--- config.mk ---
export PLATFORM = sky130hd
export DESIGN_NAME = mult_fu_flat
export DESIGN_NICKNAME = d
export VERILOG_FILES = /design/src/rtl/mult_fu_if.sv /design/src/rtl/mult_fu.sv /design/src/flat_wrapper.sv
export SDC_FILE = /design/constraint.sdc
export NUM_CORES = 1
export LEC_CHECK = 0
export ABC_AREA = 1
export ABC_CLOCK_PERIOD_IN_PS = 4900
export CAP_MARGIN = 20
export CELL_PAD_IN_SITES_DETAIL_PLACEMENT = 1
export CELL_PAD_IN_SITES_GLOBAL_PLACEMENT = 2
export CORE_MARGIN = 3
export CORE_UTILIZATION = 32
export CTS_BUF_LIST = sky130_fd_sc_hd__clkbuf_4 sky130_fd_sc_hd__clkbuf_8 sky130_fd_sc_hd__clkbuf_16
export CTS_CLUSTER_DIAMETER = 50
export DETAILED_ROUTE_END_ITERATION = 12
export PLACE_DENSITY_LB_ADDON = 0.12
export SETUP_SLACK_MARGIN = 0.05
export SLEW_MARGIN = 20
export SYNTH_ARGS = -nofsm -noshare
export SYNTH_HDL_FRONTEND = slang
export SYNTH_SLANG_ARGS = --single-unit
--- constraint.sdc ---
create_clock -name clk -period 4.9 [get_ports clk]
set_clock_uncertainty 0.1 [all_clocks]
set_input_delay 0.735 -clock clk [delete_from_list [all_inputs] [get_ports clk]]
set_output_delay 0.735 -clock clk [all_outputs]
set_load 0.03 [all_outputs]
--- src/rtl/mult_fu_if.sv ---
// Multiply-slot handshake between the issue/register-read pipeline register and mult_fu.
// The master side is the upstream slot; the slave side is the functional unit.
interface mult_fu_if #(
    parameter int WIDTH = 16,
    parameter int TAG_W = 7,
    parameter int ROB_W = 6
);
    logic             in_valid;
    logic [WIDTH-1:0] op_a;
    logic [WIDTH-1:0] op_b;
    logic [TAG_W-1:0] in_tag;
    logic [ROB_W-1:0] in_rob;
    logic             flush;
    logic             mult_done;
    logic             busy;
    logic             result_valid;
    logic [WIDTH-1:0] result;
    logic [TAG_W-1:0] result_tag;
    logic [ROB_W-1:0] result_rob;

    modport master (
        output in_valid, op_a, op_b, in_tag, in_rob, flush,
        input  mult_done, busy, result_valid, result, result_tag, result_rob
    );

    modport slave (
        input  in_valid, op_a, op_b, in_tag, in_rob, flush,
        output mult_done, busy, result_valid, result, result_tag, result_rob
    );
endinterface

--- src/rtl/mult_fu.sv ---
// Radix-2 shift-add multiplier unit: one operation per WIDTH+2 cycles, low WIDTH bits of
// the product, with flush returning an abort completion so the upstream slot always frees.
module mult_fu #(
    parameter int WIDTH = 16,
    parameter int TAG_W = 7,
    parameter int ROB_W = 6
) (
    input  logic      clk,
    input  logic      rst,
    mult_fu_if.slave  bus
);
    localparam int CNT_W = (WIDTH > 1) ? $clog2(WIDTH) : 1;
    localparam logic [CNT_W-1:0] CNT_LAST = CNT_W'(WIDTH - 1);

    typedef enum logic [1:0] {
        IDLE = 2'd0,
        BUSY = 2'd1,
        DONE = 2'd2
    } state_t;

    state_t           state_r, state_next_s;
    logic [WIDTH-1:0] a_r, a_next_s;
    logic [WIDTH-1:0] b_r, b_next_s;
    logic [WIDTH-1:0] acc_r, acc_next_s;
    logic [CNT_W-1:0] cnt_r, cnt_next_s;
    logic [TAG_W-1:0] tag_r, tag_next_s;
    logic [ROB_W-1:0] rob_r, rob_next_s;
    logic             load_result_s;
    logic             abort_s;

    logic             mult_done_r;
    logic             busy_r;
    logic             result_valid_r;
    logic [WIDTH-1:0] result_r;
    logic [TAG_W-1:0] result_tag_r;
    logic [ROB_W-1:0] result_rob_r;

    // Next-state and datapath step; flush overrides every other transition.
    always_comb begin
        state_next_s  = state_r;
        a_next_s      = a_r;
        b_next_s      = b_r;
        acc_next_s    = acc_r;
        cnt_next_s    = cnt_r;
        tag_next_s    = tag_r;
        rob_next_s    = rob_r;
        load_result_s = 1'b0;
        abort_s       = 1'b0;
        if (bus.flush) begin
            state_next_s = DONE;
            abort_s      = 1'b1;
        end else begin
            case (state_r)
                IDLE: begin
                    if (bus.in_valid) begin
                        a_next_s     = bus.op_a;
                        b_next_s     = bus.op_b;
                        acc_next_s   = {WIDTH{1'b0}};
                        cnt_next_s   = {CNT_W{1'b0}};
                        tag_next_s   = bus.in_tag;
                        rob_next_s   = bus.in_rob;
                        state_next_s = BUSY;
                    end else begin
                        state_next_s = IDLE;
                    end
                end
                BUSY: begin
                    if (b_r[0]) begin
                        acc_next_s = acc_r + a_r;
                    end else begin
                        acc_next_s = acc_r;
                    end
                    a_next_s   = a_r << 1;
                    b_next_s   = b_r >> 1;
                    cnt_next_s = cnt_r + CNT_W'(1);
                    if (cnt_r == CNT_LAST) begin
                        // cnt would wrap here; it is reloaded on the next capture anyway
                        state_next_s  = DONE;
                        load_result_s = 1'b1;
                    end else begin
                        state_next_s = BUSY;
                    end
                end
                DONE: begin
                    state_next_s = IDLE;
                end
                default: begin
                    state_next_s = IDLE;
                end
            endcase
        end
    end

    // State register.
    always_ff @(posedge clk) begin
        if (rst) begin
            state_r <= IDLE;
        end else begin
            state_r <= state_next_s;
        end
    end

    // Operand, accumulator, counter and package registers.
    always_ff @(posedge clk) begin
        if (rst) begin
            a_r   <= {WIDTH{1'b0}};
            b_r   <= {WIDTH{1'b0}};
            acc_r <= {WIDTH{1'b0}};
            cnt_r <= {CNT_W{1'b0}};
            tag_r <= {TAG_W{1'b0}};
            rob_r <= {ROB_W{1'b0}};
        end else begin
            a_r   <= a_next_s;
            b_r   <= b_next_s;
            acc_r <= acc_next_s;
            cnt_r <= cnt_next_s;
            tag_r <= tag_next_s;
            rob_r <= rob_next_s;
        end
    end

    // Output registers, decoded from the next state so they line up with it.
    always_ff @(posedge clk) begin
        if (rst) begin
            mult_done_r    <= 1'b0;
            busy_r         <= 1'b0;
            result_valid_r <= 1'b0;
            result_r       <= {WIDTH{1'b0}};
            result_tag_r   <= {TAG_W{1'b0}};
            result_rob_r   <= {ROB_W{1'b0}};
        end else begin
            mult_done_r    <= (state_next_s == DONE);
            busy_r         <= (state_next_s != IDLE);
            result_valid_r <= (state_next_s == DONE) && !abort_s;
            if (load_result_s) begin
                result_r     <= acc_next_s;
                result_tag_r <= tag_r;
                result_rob_r <= rob_r;
            end else begin
                result_r     <= result_r;
                result_tag_r <= result_tag_r;
                result_rob_r <= result_rob_r;
            end
        end
    end

    assign bus.mult_done    = mult_done_r;
    assign bus.busy         = busy_r;
    assign bus.result_valid = result_valid_r;
    assign bus.result       = result_r;
    assign bus.result_tag   = result_tag_r;
    assign bus.result_rob   = result_rob_r;
endmodule

--- src/flat_wrapper.sv ---
// flat-port wrapper written by rule: the top's interface ports become plain ports
module mult_fu_flat 
#(
    parameter int WIDTH = 16,
    parameter int TAG_W = 7,
    parameter int ROB_W = 6
)
  (clk, rst, bus_in_valid, bus_op_a, bus_op_b, bus_in_tag, bus_in_rob, bus_flush, bus_mult_done, bus_busy, bus_result_valid, bus_result, bus_result_tag, bus_result_rob);
  mult_fu_if #(.WIDTH(WIDTH), .TAG_W(TAG_W), .ROB_W(ROB_W)) bus_i ();
  input  logic clk;
  input  logic rst;
  input wire logic [$bits(bus_i.in_valid)-1:0] bus_in_valid;
  input wire logic [$bits(bus_i.op_a)-1:0] bus_op_a;
  input wire logic [$bits(bus_i.op_b)-1:0] bus_op_b;
  input wire logic [$bits(bus_i.in_tag)-1:0] bus_in_tag;
  input wire logic [$bits(bus_i.in_rob)-1:0] bus_in_rob;
  input wire logic [$bits(bus_i.flush)-1:0] bus_flush;
  output wire logic [$bits(bus_i.mult_done)-1:0] bus_mult_done;
  output wire logic [$bits(bus_i.busy)-1:0] bus_busy;
  output wire logic [$bits(bus_i.result_valid)-1:0] bus_result_valid;
  output wire logic [$bits(bus_i.result)-1:0] bus_result;
  output wire logic [$bits(bus_i.result_tag)-1:0] bus_result_tag;
  output wire logic [$bits(bus_i.result_rob)-1:0] bus_result_rob;
  assign bus_i.in_valid = bus_in_valid;
  assign bus_i.op_a = bus_op_a;
  assign bus_i.op_b = bus_op_b;
  assign bus_i.in_tag = bus_in_tag;
  assign bus_i.in_rob = bus_in_rob;
  assign bus_i.flush = bus_flush;
  assign bus_mult_done = bus_i.mult_done;
  assign bus_busy = bus_i.busy;
  assign bus_result_valid = bus_i.result_valid;
  assign bus_result = bus_i.result;
  assign bus_result_tag = bus_i.result_tag;
  assign bus_result_rob = bus_i.result_rob;
  mult_fu #(.WIDTH(WIDTH), .TAG_W(TAG_W), .ROB_W(ROB_W)) u_core (.clk(clk), .rst(rst), .bus(bus_i));
endmodule
; ---- After elaboration in Yosys (flattened, before gate mapping)
; Index checks and enable logic that the tools add are counted.
; Widths: inputs -> output; s select.
[totals]
regBits = 99
inputBits = 49
wordCells = 45
[classes]
add_sub_neg = 2
n_eq_ne = 4
n_mux = 18
n_bitwise = 1
reduce_logical = 7
[op_table]
columns = op, count
row1 = $pmux 16 s2, 3
row2 = $mux 16, 5
row3 = $add 16x16->16, 1
row4 = $pmux 4 s2, 1
row5 = $reduce_and 3->1, 2
row6 = $mux 1, 5
row7 = $add 4x1->4 const B, 1
row8 = $eq 4x4->1 const B, 1
row9 = $mux 2, 2
row10 = $mux 4, 1
row11 = $pmux 2 s2, 1
row12 = $reduce_bool 2->1, 2
row13 = $eq 2x1->1 const B, 1
row14 = $eq 2x2->1 const B, 1
row15 = $logic_not 2->1, 1
row16 = $ne 2x2->1 const B, 1
row17 = $logic_and 1x1->1, 1
row18 = $logic_not 1->1, 1
row19 = $not 1->1, 1

; ---- Longest topological paths before layout
; Gate-level depths: netlist of the first run.
[logic_depth]
ltp_word = 6
mapped_depth = 14

; ---- Least setup slack after synthesis of the first run
; Ideal clock, no wire load.
[synth_path]
path_type = reg-to-reg
start = register u_core.acc_r[0]
end = register u_core.result_r[12], in the netlist u_core.bus.result[12]
setup_ns = 0.109
arrival_ns = 1.803
required_time_ns = 4.691
slack_ns = 2.888
path_stages_with_launch = 14
n_path_buf = 0
path_cell_list = dfxtp_1 > ha_1 > fa_1 > nand2_1 > nand2_1 > and2_1 > nand3_1 > nand3_1 > nand2_1 > nand2_1 > o21ai_0 > nand3_1 > nand2_1 > inv_1
[synth_between]
elab_chain_cells = 4
[synth_lines]
columns = element, line
row1 = start: declaration, mult_fu.sv:24  ; logic [WIDTH-1:0] acc_r, acc_next_s;
row2 = start signal: assignment, mult_fu.sv:108  ; acc_r <= {WIDTH{1'b0}};
row3 = start signal: assignment, mult_fu.sv:115  ; acc_r <= acc_next_s;
row4 = $add 16x16->16, mult_fu.sv:69  ; acc_next_s = acc_r + a_r;
row5 = $mux 16, mult_fu.sv:68  ; if (b_r[0]) begin
row6 = $pmux 16 s2, mult_fu.sv:53  ; case (state_r)
row7 = $mux 16, mult_fu.sv:49  ; if (bus.flush) begin
row8 = end signal: assignment, mult_fu.sv:128  ; result_r <= {WIDTH{1'b0}};
row9 = end signal: assignment, mult_fu.sv:136  ; result_r <= acc_next_s;
row10 = end signal: assignment, mult_fu.sv:140  ; result_r <= result_r;
row11 = end: declaration, mult_fu.sv:34  ; logic [WIDTH-1:0] result_r;
; No other way between the ends.
; A chain may end at the register's enable or synchronous reset.

; ---- Worst setup path in the final report of the first run
[layout_path]
start = input bus_flush
end = register u_core.result_r[4], in the netlist u_core.bus.result[4]
[layout_between]
elab_chain_cells = 1
[layout_lines]
columns = element, line
row1 = start: declaration, flat_wrapper.sv:17  ; input wire logic [$bits(bus_i.flush)-1:0] bus_flush;
row2 = $mux 16 or $mux 1 (tied branches), mult_fu.sv:49
; Several ways; a longest one is shown, not always the timed one.

==> results.sh, run 1 <==
export IMPL_status="completed"
export IMPL_crit_chain="clkdlybuf4s50_1, nor2_4, inv_2, nor2_8, inv_2, o21ai_0, nand3_1, o211ai_1, inv_1"
export IMPL_startpoint="bus_flush"
export IMPL_relSlewSlack_pct=30.4
export IMPL_via_count=4848
export IMPL_nFillCells=1867
export IMPL_syn_mean_instance_area_um2=6.95
export IMPL_first_pass_iters=4
export IMPL_arrival_ns=3.19
export IMPL_cts_hold_buf=0
export IMPL_clk_pin_slew_worst_paths_ns=0.07
export IMPL_powerDensity_mw_per_mm2=288
export IMPL_ctsResizeCount=0
export IMPL_power_frac_comb_pct=11.6
export IMPL_synth_cell_types=37
export IMPL_switching_power_uw=457
export IMPL_synth_top_cell_area_share_pct=40.2
export IMPL_worst_slew_pin_slew_ns=1.04
export IMPL_ant_nets=0
export IMPL_drv_slew=0
export IMPL_h_tree_depth=3
export IMPL_grt_pass1_vias=4986
export IMPL_core_mm2=0.0148
export IMPL_ir_drop_uv=146
export IMPL_cts_num_sinks=99
export IMPL_synthesis_area_mm2=0.00493
export IMPL_pin_count=81
export IMPL_fin_crit_ns=3.05
export IMPL_fin_cells=957
export IMPL_synth_most_common_cell="nand2_1"
export IMPL_endpoint_kind="flip-flop"
export IMPL_track_usage_pct=19.2
export IMPL_pwr_share_clk_pct=38.9
export IMPL_synthCells=710
export IMPL_synth_edf_count=0
export IMPL_root_buffer="clkbuf_16"
export IMPL_ys_top_cells_by_count="nand2_1 (138), nor2_1 (114), dfxtp_1 (99)"
export IMPL_grt_max_degree=55
export IMPL_power_internal_mw=1.30
export IMPL_via_per_inst=5.07
export IMPL_antenna_cells=0
export IMPL_worstHoldStart="u_core.b_r[3]$_SDFFE_PP0P_"
export IMPL_maxCapViolations=0
export IMPL_cts_tree="built"
export IMPL_areaGrowthSynthToFinish_pct=23.5
export IMPL_p_leak_nw=2.62
export IMPL_start_util_pct=33.3
export IMPL_ys_seq_elements=99
export IMPL_seqPwrFrac_pct=49.6
export IMPL_setup_viol=0
export IMPL_synthesis_nets=776
export IMPL_reg2reg_from="u_core.cnt_r[0]$_SDFFE_PP0P_"
export IMPL_cts_buffers=9
export IMPL_die_area_mm2=0.0169
export IMPL_clock_latency_ns=0.35
export IMPL_slowest_stage="clkdlybuf4s50_1"
export IMPL_setup_tns_ns=0
export IMPL_critPathMaxFanout=41
export IMPL_place_gp_congestion=0.781
export IMPL_cts_setup_buffers=0
export IMPL_grt_overflow_total=0
export IMPL_seq_area_mm2=0.00198
export IMPL_seq_area_frac_synth_pct=40.2
export IMPL_dp_cells=941
export IMPL_fin_crit_sh_pct=62.3
export IMPL_crit_family="buffers and inverters"
export IMPL_final_hold_viol_count=0
export IMPL_nets=834
export IMPL_slowest_delay_ns=0.54
export IMPL_r2r_slack_ns=2.42
export IMPL_initialDrtViolationCount=216
export IMPL_cts_max_path_buffers=2
export IMPL_post_route_drc_count=0
export IMPL_path_common_cell="inv_2"
export IMPL_multiInputGateArea_mm2=0.00253
export IMPL_critPathBufInv=4
export IMPL_hpwl_um=11500
export IMPL_die_w_um=130
export IMPL_fmax_mhz=328
export IMPL_switching_share_pct=26.1
export IMPL_drt_total_wl_um=15600
export IMPL_fp_row_count=44
export IMPL_crit_type="in -> reg"
export IMPL_yosysWarnings=0
export IMPL_async_flop_share_pct=0
export IMPL_antenna_found_initial=0
export IMPL_ys_flop_type="dfxtp_1"
export IMPL_hp_class="reg -> reg"
export IMPL_grt_pass1_wl_um=25700
export IMPL_avgRoutedWirePerCell_um=16.3
export IMPL_drive_above_1_share_pct=4.66
export IMPL_worstPathRequired_ns=5.04
export IMPL_synth_area_leader_cell="dfxtp_1"
export IMPL_rsz0062_at_grt="false"
export IMPL_yosys_top_cells_area="dfxtp_1 (40%), nand2_1 (10%), a21oi_1 (9.8%)"
export IMPL_cp_start_kind="input pin"
export IMPL_port_buffers=80
export IMPL_dieHeight_um=130
-- metrics by stage --
stage	power [mW]	area, um^2	hold slack, ns	setup slack, ns	utilization, %
global placement	1.09	5810	0.349	1.55	39.2
CTS	1.78	6090	0.372	1.81	41.1
detailed placement	1.09	5810	0.356	1.48	39.2
floorplan	1.00	4930	0.335	2.89	-
global route	1.84	6090	0.387	1.59	41.1
finish	1.76	6090	0.366	1.85	41.1
-- tightest hold or removal path: stages, from the launching register on --
cell and delay (ns):
dfxtp_1 0.31, nand2_1 0.06, a21oi_1 0.05
-- final cells by class --
| type | count | area share (%) |
|---|---|---|
| clock buffer | 13 | 4.29 |
| multi-input combinational | 512 | 41.5 |
| inverter | 61 | 3.80 |
| sequential | 99 | 32.5 |
| timing repair buffer | 85 | 13.8 |
| tap | 184 | 3.78 |
| clock inverter | 3 | 0.370 |
-- flip-flops by register name, indices dropped and copies added (netlist names) --
| signal | cells |
|---|---|
| u_core.b_r | 16 |
| u_core.bus.busy | 1 |
| u_core.rob_r | 6 |
| u_core.a_r | 16 |
| u_core.bus.result_rob | 6 |
| u_core.cnt_r | 4 |
| u_core.state_r | 2 |
| u_core.bus.result | 16 |
| u_core.bus.mult_done | 1 |
| u_core.tag_r | 7 |
| u_core.bus.result_valid | 1 |
| u_core.bus.result_tag | 7 |
| u_core.acc_r | 16 |
-- power by group through the flow --
stage               Clock [mW]  Sequential, mW  Combinational [mW]
floorplan                    0           0.873               0.130
finish                   0.682           0.871               0.203
global placement             0           0.888               0.201
detailed placement           0           0.889               0.206
global route             0.737           0.875               0.230
CTS                      0.706           0.871               0.207
-- cell families after synthesis --
family / share of synthesized area, %
adders and majority gates: 4.46
AOI/OAI and AO/OA: 20.4
DFF: 40.2
xor gates and xnor gates: 0.710
and+or+nand+nor: 25.7
buffers and inverters: 8.65
-- path summary, 6_finish.rpt --
| check | end | depth (start not counted) |
|---|---|---|
| setup / recovery | u_core.bus.result[4]$_SDFFE_PP0P_ | 9 |
| hold reg to reg | u_core.b_r[2]$_SDFFE_PP0P_ | 2 |
| setup reg to reg | u_core.bus.result_tag[6]$_SDFFE_PP0P_ | 9 |
| hold / removal | u_core.b_r[2]$_SDFFE_PP0P_ | 2 |
-- layout by cell type (no fill, tap or decap), types with 4 or more instances in the layout --
cell type | Yosys | routed
nand2_1 | 138 | 138
buf_4 | 1 | 5
dfxtp_1 | 99 | 99
nand4_1 | 4 | 4
nor2_1 | 114 | 114
clkdlybuf4s50_1 | 0 | 80
a21oi_1 | 97 | 97
o211ai_1 | 6 | 6
inv_1 | 56 | 56
inv_2 | 4 | 4
ha_1 | 16 | 16
o21ai_1 | 7 | 7
o21ai_0 | 70 | 70
nand3_1 | 33 | 33
clkbuf_16 | 0 | 9
-- layer usage --
layer / vias to the layer above / global-route usage (%) / share of wire [%]
met5: - / 0 / 0
met4: 0 / 4.83 / 1.3
met3: 14 / 3.32 / 2.8
met2: 72 / 33.7 / 49
met1: 2311 / 24.3 / 47
li1: 2451 / - / -
Power figures use the tool's default switching activity.
==> run 2: changes to the inputs <==
- ABC_CLOCK_PERIOD_IN_PS: 4900 -> 2900
- CORE_UTILIZATION: 32 -> 30
- clock period: 4.9 -> 2.9 ns (I/O delays scaled with it)
==> run 2 against run 1 <==
  * Critical path depth rose by 5
  * Combinational power grew 76%
  * Highest routed layer unchanged
  * Critical path type is now reg -> reg
  * Register-to-register slack got worse by 1.8 ns
  * Sequential power is 68% higher
==> results.sh, run 2 (synthesis results as in run 1) <==
export IMPL_status="completed"
export IMPL_first_pass_iters=4
export IMPL_h_tree_depth=3
export IMPL_endpoint_kind="flip-flop"
export IMPL_powerDensity_mw_per_mm2=504
export IMPL_final_hold_viol_count=0
export IMPL_dieHeight_um=134
export IMPL_mostFrequentLayoutCell="nand2_1"
export IMPL_worst_slew_pin_slew_ns=0.758
export IMPL_final_core_util_pct=38.9
export IMPL_fin_crit_ns=2.25
export IMPL_areaGrowthSynthToFinish_pct=26.3
export IMPL_cts_tree="built"
export IMPL_grt_overflow_total=0
export IMPL_fp_row_count=46
export IMPL_ir_drop_uv=271
export IMPL_arrival_ns=2.41
export IMPL_port_buffers=80
export IMPL_grt_max_degree=66
export IMPL_maxCapViolations=0
export IMPL_grt_pass1_vias=5154
export IMPL_cts_hold_buf=0
export IMPL_nets=842
export IMPL_ant_nets=0
export IMPL_core_mm2=0.0160
export IMPL_setup_tns_ns=0
export IMPL_power_frac_comb_pct=11.4
export IMPL_switching_share_pct=26.1
export IMPL_clk_pin_slew_worst_paths_ns=0.07
export IMPL_via_per_inst=4.91
export IMPL_drv_slew=0
export IMPL_dp_cells=981
export IMPL_via_count=4891
export IMPL_root_buffer="clkbuf_16"
export IMPL_cts_num_sinks=99
export IMPL_start_util_pct=30.8
export IMPL_worstPathRequired_ns=3.06
export IMPL_ctsResizeCount=0
export IMPL_seq_area_mm2=0.00198
export IMPL_pin_count=81
export IMPL_rsz0062_at_grt="false"
export IMPL_switching_power_uw=819
export IMPL_fin_cells=997
export IMPL_path_common_cell="nand2_1"
export IMPL_post_route_drc_count=0
export IMPL_crit_family="simple AND/OR/NAND/NOR gates"
export IMPL_hp_class="reg -> reg"
export IMPL_fin_crit_sh_pct=77.5
export IMPL_relSlewSlack_pct=49.4
export IMPL_setup_viol=0
export IMPL_critPathMaxFanout=3
export IMPL_crit_type="reg -> reg"
export IMPL_die_area_mm2=0.0180
export IMPL_pwr_share_clk_pct=42.0
export IMPL_p_leak_nw=2.67
export IMPL_initialDrtViolationCount=187
export IMPL_cts_max_path_buffers=2
export IMPL_final_cell_mix="nand2_1 (138), nor2_1 (114), dfxtp_1 (99)"
export IMPL_critPathBufInv=1
export IMPL_cts_setup_buffers=0
export IMPL_fmax_mhz=445
export IMPL_antenna_found_initial=0
export IMPL_cts_buffers=9
export IMPL_slowest_delay_ns=0.41
export IMPL_power_internal_mw=2.32
export IMPL_die_w_um=134
export IMPL_track_usage_pct=18.3
export IMPL_nFillCells=2034
export IMPL_hpwl_um=11800
export IMPL_place_gp_congestion=0.859
export IMPL_clock_latency_ns=0.36
export IMPL_grt_pass1_wl_um=26400
export IMPL_multiInputGateArea_mm2=0.00253
export IMPL_avgRoutedWirePerCell_um=16.0
export IMPL_drive_above_1_share_pct=5.63
export IMPL_slowest_stage="fa_1"
export IMPL_drt_total_wl_um=16000
export IMPL_antenna_cells=0
export IMPL_seqPwrFrac_pct=46.6
export IMPL_crit_chain="ha_1, fa_1, nand2_1, nand2_1, nand3_1, nand2_1, nand2_1, nand2_1, nand2_1, nand3_1, o211ai_1, nand3_1, nand2_1, inv_1"
export IMPL_cp_start_kind="flip-flop"
export IMPL_finalPower_mw=3.14
-- run 2: per-stage QoR --
step / area, um^2 / hold slack (ns) / setup slack, ns
after global placement: 5910 / 0.352 / 0.428
after detailed placement: 5910 / 0.355 / 0.321
after global routing: 6230 / 0.387 / 0.441
final: 6230 / 0.363 / 0.652
after floorplan: 4930 / 0.335 / 0.888
after CTS: 6230 / 0.366 / 0.621
-- run 2: power groups by stage --
stage	Combinational (mW)	Sequential (mW)	Clock [mW]
2_1_floorplan	0.219	1.48	0
3_3_place_gp	0.356	1.49	0
3_5_place_dp	0.361	1.50	0
4_1_cts	0.364	1.46	1.36
5_1_grt	0.403	1.47	1.42
6_report	0.357	1.46	1.32
-- run 2: layer usage --
metal	global-route usage (%)	wire length, um
met5	0	0
met2	32.0	7840
met1	22.7	7420
met4	6.00	311
met3	3.30	418
-- run 2: worst reg2reg max path, stage by stage (launching register included) --
cell and delay [ns]:
dfxtp_1 0.33, ha_1 0.24, fa_1 0.41, nand2_1 0.09, nand2_1 0.06, nand3_1 0.08
nand2_1 0.12, nand2_1 0.10, nand2_1 0.05, nand2_1 0.06, nand3_1 0.07, o211ai_1 0.18
nand3_1 0.14, nand2_1 0.09, inv_1 0.04
-- run 2: final timing paths --
path	from	to	slack, ns	depth (start not counted)
hold reg to reg	u_core.b_r[7]$_SDFFE_PP0P_	u_core.b_r[6]$_SDFFE_PP0P_	0.36	2
setup / recovery	u_core.acc_r[0]$_SDFF_PP0_	u_core.bus.result[10]$_SDFFE_PP0P_	0.65	14
hold / removal	u_core.b_r[7]$_SDFFE_PP0P_	u_core.b_r[6]$_SDFFE_PP0P_	0.36	2
setup reg to reg	u_core.acc_r[0]$_SDFF_PP0_	u_core.bus.result[10]$_SDFFE_PP0P_	0.65	14
-- run 2: cell type report --
type | instances | share of cell area (%)
Timing Repair Buffer | 93 | 14.4
Sequential cell | 99 | 31.8
Multi-Input combinational cell | 512 | 40.5
Clock inverter | 7 | 1.57
Inverter | 61 | 3.71
Clock buffer | 9 | 3.61
Tap cell | 216 | 4.34
